==> src/rtl/vote_pkg.sv <==
// rtl/vote_pkg.sv - shared constants and FSM state type for the vote result link
package vote_pkg;

  localparam int NUM_VOTERS      = 8;
  localparam int COUNT_W         = 4;
  localparam int FRAME_BITS      = 16;
  localparam int PAYLOAD_BITS    = 13;
  localparam int MAJORITY_THRESH = 5;

  typedef enum logic [2:0] {
    IDLE,
    START,
    DATA,
    PARITY,
    STOP
  } tx_state_t;

endpackage

==> src/rtl/vote_popcount.sv <==
// rtl/vote_popcount.sv - combinational ballot tally, shared with the receiver-side tally
module vote_popcount
  import vote_pkg::*;
(
  input  logic [NUM_VOTERS-1:0] votes,
  output logic [COUNT_W-1:0]    count,
  output logic                  majority
);

  always_comb begin
    count = '0;
    for (int i = 0; i < NUM_VOTERS; i++) begin
      count = count + COUNT_W'(votes[i]);
    end
    // strict majority of eight, so a 4-4 split is not a majority
    majority = (count >= COUNT_W'(MAJORITY_THRESH));
  end

endmodule

==> src/rtl/vote_result_tx.sv <==
// rtl/vote_result_tx.sv - latches a ballot and serialises mask/count/majority/parity on a UART-style line
module vote_result_tx #(
  parameter int CLKS_PER_BIT = 16,
  parameter int NUM_VOTERS   = 8
) (
  input  logic                  clk,
  input  logic                  rst,
  input  logic [NUM_VOTERS-1:0] votes_i,
  input  logic                  valid_i,
  output logic                  ready_o,
  output logic                  tx_o,
  output logic                  busy_o,
  output logic                  done_o,
  output logic [3:0]            count_o,
  output logic                  majority_o
);
  import vote_pkg::*;

  localparam int CW = (CLKS_PER_BIT > 1) ? $clog2(CLKS_PER_BIT) : 1;

  tx_state_t               state;
  tx_state_t               next_state;
  logic [CW-1:0]           cyc_cnt;
  logic [3:0]              bit_cnt;
  logic [PAYLOAD_BITS-1:0] shift;
  logic                    parity;
  logic                    done;
  logic                    tx;
  logic                    cyc_last;
  logic                    accept;
  logic [COUNT_W-1:0]      tally;
  logic                    tally_maj;

  vote_popcount u_popcount (
    .votes    (votes_i),
    .count    (tally),
    .majority (tally_maj)
  );

  assign ready_o  = (state == IDLE);
  assign busy_o   = (state != IDLE);
  assign accept   = valid_i && ready_o;
  assign cyc_last = (cyc_cnt == CW'(CLKS_PER_BIT - 1));
  // line is decoded from state so reset forces it high without waiting for a clock
  assign tx_o     = tx;
  assign done_o   = done;

  always_ff @(posedge clk or posedge rst) begin
    if (rst) state <= IDLE;
    else     state <= next_state;
  end

  always_comb begin
    next_state = state;
    tx         = 1'b1;
    case (state)
      IDLE:   if (accept) next_state = START;
      START: begin
        tx = 1'b0;
        if (cyc_last) next_state = DATA;
      end
      DATA: begin
        tx = shift[0];
        if (cyc_last && bit_cnt == 4'(PAYLOAD_BITS - 1)) next_state = PARITY;
      end
      PARITY: begin
        tx = parity;
        if (cyc_last) next_state = STOP;
      end
      STOP:   if (cyc_last) next_state = IDLE;
      default: next_state = IDLE;
    endcase
  end

  always_ff @(posedge clk or posedge rst) begin
    if (rst) begin
      cyc_cnt    <= '0;
      bit_cnt    <= '0;
      shift      <= '0;
      parity     <= 1'b0;
      done       <= 1'b0;
      count_o    <= '0;
      majority_o <= 1'b0;
    end else begin
      done <= (state == STOP) && cyc_last;

      if (state == IDLE || cyc_last) cyc_cnt <= '0;
      else                           cyc_cnt <= cyc_cnt + 1'b1;

      if (next_state != state)            bit_cnt <= '0;
      else if (state == DATA && cyc_last) bit_cnt <= bit_cnt + 1'b1;

      if (state == DATA && cyc_last) shift <= shift >> 1;

      // payload is packed so that shifting right emits mask, count, majority LSB first
      if (accept) begin
        shift      <= {tally_maj, tally, votes_i};
        parity     <= ^{tally_maj, tally, votes_i};
        count_o    <= tally;
        majority_o <= tally_maj;
      end
    end
  end

endmodule

==> config.mk <==
export PLATFORM = sky130hd
export DESIGN_NAME = vote_result_tx
export DESIGN_NICKNAME = d
export VERILOG_FILES = /design/src/rtl/vote_pkg.sv /design/src/rtl/vote_popcount.sv /design/src/rtl/vote_result_tx.sv
export SDC_FILE = /design/constraint.sdc
export NUM_CORES = 1
export LEC_CHECK = 0
export CORE_UTILIZATION = 55
export CTS_BUF_LIST = sky130_fd_sc_hd__clkbuf_8
export CTS_CLUSTER_DIAMETER = 60
export DETAILED_ROUTE_END_ITERATION = 16
export PLACE_DENSITY_LB_ADDON = 0.1
export SLEW_MARGIN = 0
export SYNTH_ARGS = -nofsm -noshare
export SYNTH_HDL_FRONTEND = slang
export SYNTH_SLANG_ARGS = --single-unit
==> constraint.sdc <==
create_clock -name clk -period 2.6 [get_ports clk]
set_input_delay 0.39 -clock clk [delete_from_list [all_inputs] [get_ports clk]]
set_output_delay 0.39 -clock clk [all_outputs]
set_load 0.1 [all_outputs]
==> results of run 1 <==
-- final cells by class --
cell class | count | area [sq um] | area share, %
clock buffers | 7 | 96.34 | 4.275
flip-flops and latches | 31 | 775.7 | 34.43
repair buffers | 38 | 314.1 | 13.94
well taps | 44 | 55.05 | 2.443
clock inverters | 1 | 3.754 | 0.1666
multi-input cells | 127 | 948.4 | 42.09
inverters | 16 | 60.06 | 2.665
-- worst paths after layout --
check	from	to	cells past startpoint
max	votes_i[0]	parity	15
min	votes_i[1]	shift[1]	3
max reg2reg	state[2]	bit_cnt[2]	7
min reg2reg	cyc_cnt[0]	cyc_cnt[0]	1
max in group asynchronous	rst	count_o[1]	3
min in group asynchronous	rst	bit_cnt[0]	3
-- tightest hold or removal path: cells and delay by family --
| kind | cells | cell delay (ps) |
|---|---|---|
| simple gates | 1 | 90 |
| buf+inv | 1 | 100 |
| compound gates | 1 | 50 |
-- state kept, by name, summed over array words and instances, names as in the netlist --
register,flops
bit_cnt,4
count_o,4
cyc_cnt,4
done_o,1
majority_o,1
parity,1
shift,13
state,3
-- per-stage QoR --
stage	instances	instance area, sq um	TNS (ps)	util [%]	setup WS (ps)
2_1_floorplan	179	1784	-2407	-	-959.6
3_3_place_gp	253	2083	-9126	68.24	-1534
3_5_place_dp	253	2083	-9751	68.24	-1647
4_1_cts	264	2227	-4017	72.95	-1031
5_1_grt	264	2253	-3795	73.81	-1038
6_report	264	2253	-3082	73.81	-930.1
-- layer usage --
metal  share of wire (%)  up-vias  track usage [%]  wire (um)
li1                    -      657                -          -
met1                  41      656            27.89       1417
met2                  55       18            43.02       1903
met3                 2.9        4            7.473        100
met4                 1.2        0            7.143         43
met5                   0        -                0          0
-- power by group through the flow --
stage / registers [mW] / clock network, mW / logic, mW
2_1_floorplan: 0.491 / 0 / 0.255
3_5_place_dp: 0.491 / 0 / 0.373
6_report: 0.482 / 0.408 / 0.447
3_3_place_gp: 0.491 / 0 / 0.353
4_1_cts: 0.482 / 0.418 / 0.426
5_1_grt: 0.482 / 0.436 / 0.483
-- cells by family after synthesis --
kind of cell / Yosys count / share of synthesized area (%)
AO/OA/AOI/OAI: 23 / 7.610
XOR/XNOR: 15 / 8.677
adder cells (fa/ha/maj): 13 / 10.95
buffers and inverters: 21 / 5.903
flip-flops: 31 / 44.10
multiplexers: 8 / 4.552
AND/OR/NAND/NOR: 68 / 18.21
-- repair_timing --
action                                  in CTS  in global routing
resized for setup                           19                  6
hold buffers                                 0                  0
buffers inserted                             3                  1
pin swaps                                   11                  8
endpoints found under the setup margin      11                 11
-- placed cells by master (no fill, tap or decap), drive strengths merged, types with 2 or more instances in the layout --
cell type and n:
nand2 34, dfrtp 31, buf 30, inv 17, nor2 16, o21ai 14
ha 9, mux2i 8, xnor2 8, clkbuf 7, clkdlybuf4s50 6, xor2 6
nand3 4, fa 4, and3 3, a31oi 3, nand2b 3, nor2b 2
or3 2, a21oi 2, dlygate4sd2 2
==> flow_summary.json, run 1 <==
{
  "power.ir.vdd_worst_v": 0.0003449,
  "overflow": 0,
  "maximum_number_of_pins_on_one_net_before_global_route_repair": 32,
  "num_io_pins": 20,
  "nNetsFinal": 243,
  "clock_tree_from_tritoncts": "done",
  "commonest_cells_in_the_netlist": "34 x sky130_fd_sc_hd__nand2_1, 31 x sky130_fd_sc_hd__dfrtp_1, 16 x sky130_fd_sc_hd__nor2_1",
  "combinational_power_share_pct": 33.4,
  "yosysTopAreaCellShare_pct": 44.10,
  "fin_total_pwr_mw": 1.337,
  "crit_chain": "buf_6 > ha_4 > inv_2 > fa_1 > fa_1 > fa_2 > inv_2 > fa_2 > inv_2 > ha_4 > xnor2_1 > xnor2_1 > xnor2_2 > xnor2_1 > o21ai_1",
  "cts_max_path_buffers": 2,
  "postRouteWirelength_um": 3464,
  "detail_route.vias_per_cell": 5.057,
  "power.net_switching_uw": 361.5,
  "synth_area_per_cell_sq_um": 9.828,
  "post_synthesis_net_count": 203,
  "synth_seq_area_share_pct": 44.10,
  "drt_pass1_iterations": 4,
  "maxCapViolCount": 0,
  "timing.final.crit_share_pct": 135.8,
  "tritoncts.num_buffers": 5,
  "synth_edf_count": 0,
  "yosysMostFrequentCell": "sky130_fd_sc_hd__nand2_1",
  "drive_above_1_share_pct": 26.82,
  "fmax_ghz": 0.2833,
  "critPathKind": "in2reg",
  "max_fanout_on_critical_path": 2,
  "switching_part_of_the_total_pct": 27.03,
  "gpl.final_weighted_congestion": 0.7683,
  "rows": 20,
  "remaining_antenna_violation_count_after_routing": 0,
  "clock-root-buffer": "sky130_fd_sc_hd__clkbuf_8",
  "slowest_stage": "sky130_fd_sc_hd__fa_1",
  "detailed_place_hpwl_um": 2503,
  "synth-main-ff-cell": "sky130_fd_sc_hd__dfrtp_1",
  "placement.io_buffers": 19,
  "synth_cell_type_count": 32,
  "power_frac_clock_pct": 30.5,
  "effective_utilization_at_floorplan_pct": 57.62,
  "die_boundary_width_um": 58.56,
  "clkLatencyLatePin_ps": 280,
  "min-delay-path-class": "in2reg",
  "mappedNetlistArea_sq_mm": 0.001759,
  "placeableCoreArea_sq_mm": 0.003053,
  "violations": "setup timing",
  "final.hold.worst_slack_ps": 395.1,
  "ys_async_sr_fraction_pct": 100.0,
  "route.vias.total": 1335,
  "layout_setup_ws_ps": -930.1,
  "floorplan.die_area_sq_mm": 0.003429,
  "status": "complete, but fails checks",
  "crit_arrival_ps": 3670,
  "post-route-drc-count": 0,
  "cpPeakStageDelay_ps": 500,
  "n_antenna_cell": 0,
  "grt_pass1_vias": 1416,
  "timing.critical_path.from_type": "primary input",
  "clock-sinks": 31,
  "track_usage_pct": 24.14,
  "power_density_mw_per_mm2": 593.5,
  "worstPathBufferInverterCount": 4,
  "ys_seq_elements": 31,
  "grt_pass1_wl_um": 6099,
  "kind_of_cell_with_the_highest_combined_delay_on_the_critical_path": "adder cells",
  "grt_antenna_before_repair": 0,
  "finClkSkew_ps": 7.508,
  "reg2reg_slack_ps": 830,
  "seq_power_share_pct": 36.1,
  "crit_required_ps": 2740,
  "drtIter0Drc": 48,
  "leakagePower_nw": 1.116,
  "finalHoldViolations": 0,
  "netlist.top_cell.by_area": "sky130_fd_sc_hd__dfrtp_1",
  "synth.yosys.warnings": 0,
  "setup_viol_count_final": 8,
  "filler_cell_count": 233,
  "tightestPinTransition_ps": 505.5,
  "internal_power_uw": 976.0,
  "post_synth_inst_count": 179,
  "flow.area_growth_from_synthesis_pct": 28.09,
  "die_y_um": 58.56,
  "slew-limit-headroom_pct": 66.22,
  "ctsHtreeMaxLevel": 2,
  "wl_per_cell_um": 13.12,
  "rsz0062_at_grt": "true",
  "clk_pin_slew_worst_paths_ps": 60,
  "clock_period_minus_worst_slack_ps": 3530,
  "synth.area.top_cells": "sky130_fd_sc_hd__dfrtp_1 44%, sky130_fd_sc_hd__nand2_1 7.3%, sky130_fd_sc_hd__ha_1 6.4%",
  "final-max-slew-violation-count": 0,
  "worstSetupEndpointType": "flip-flop"
}
Power figures use the tool's default switching activity.
==> inputs of run 2 (changes only) <==
--- a/config.mk
+++ b/config.mk
@@ -5,6 +5,7 @@
 export SDC_FILE = /design/constraint.sdc
 export NUM_CORES = 1
 export LEC_CHECK = 0
+export ABC_CLOCK_PERIOD_IN_PS = 2600
 export CORE_UTILIZATION = 55
 export CTS_BUF_LIST = sky130_fd_sc_hd__clkbuf_8
 export CTS_CLUSTER_DIAMETER = 60
==> results of run 2 <==
The final DEF is identical to that of run 1; final timing and power are the same.
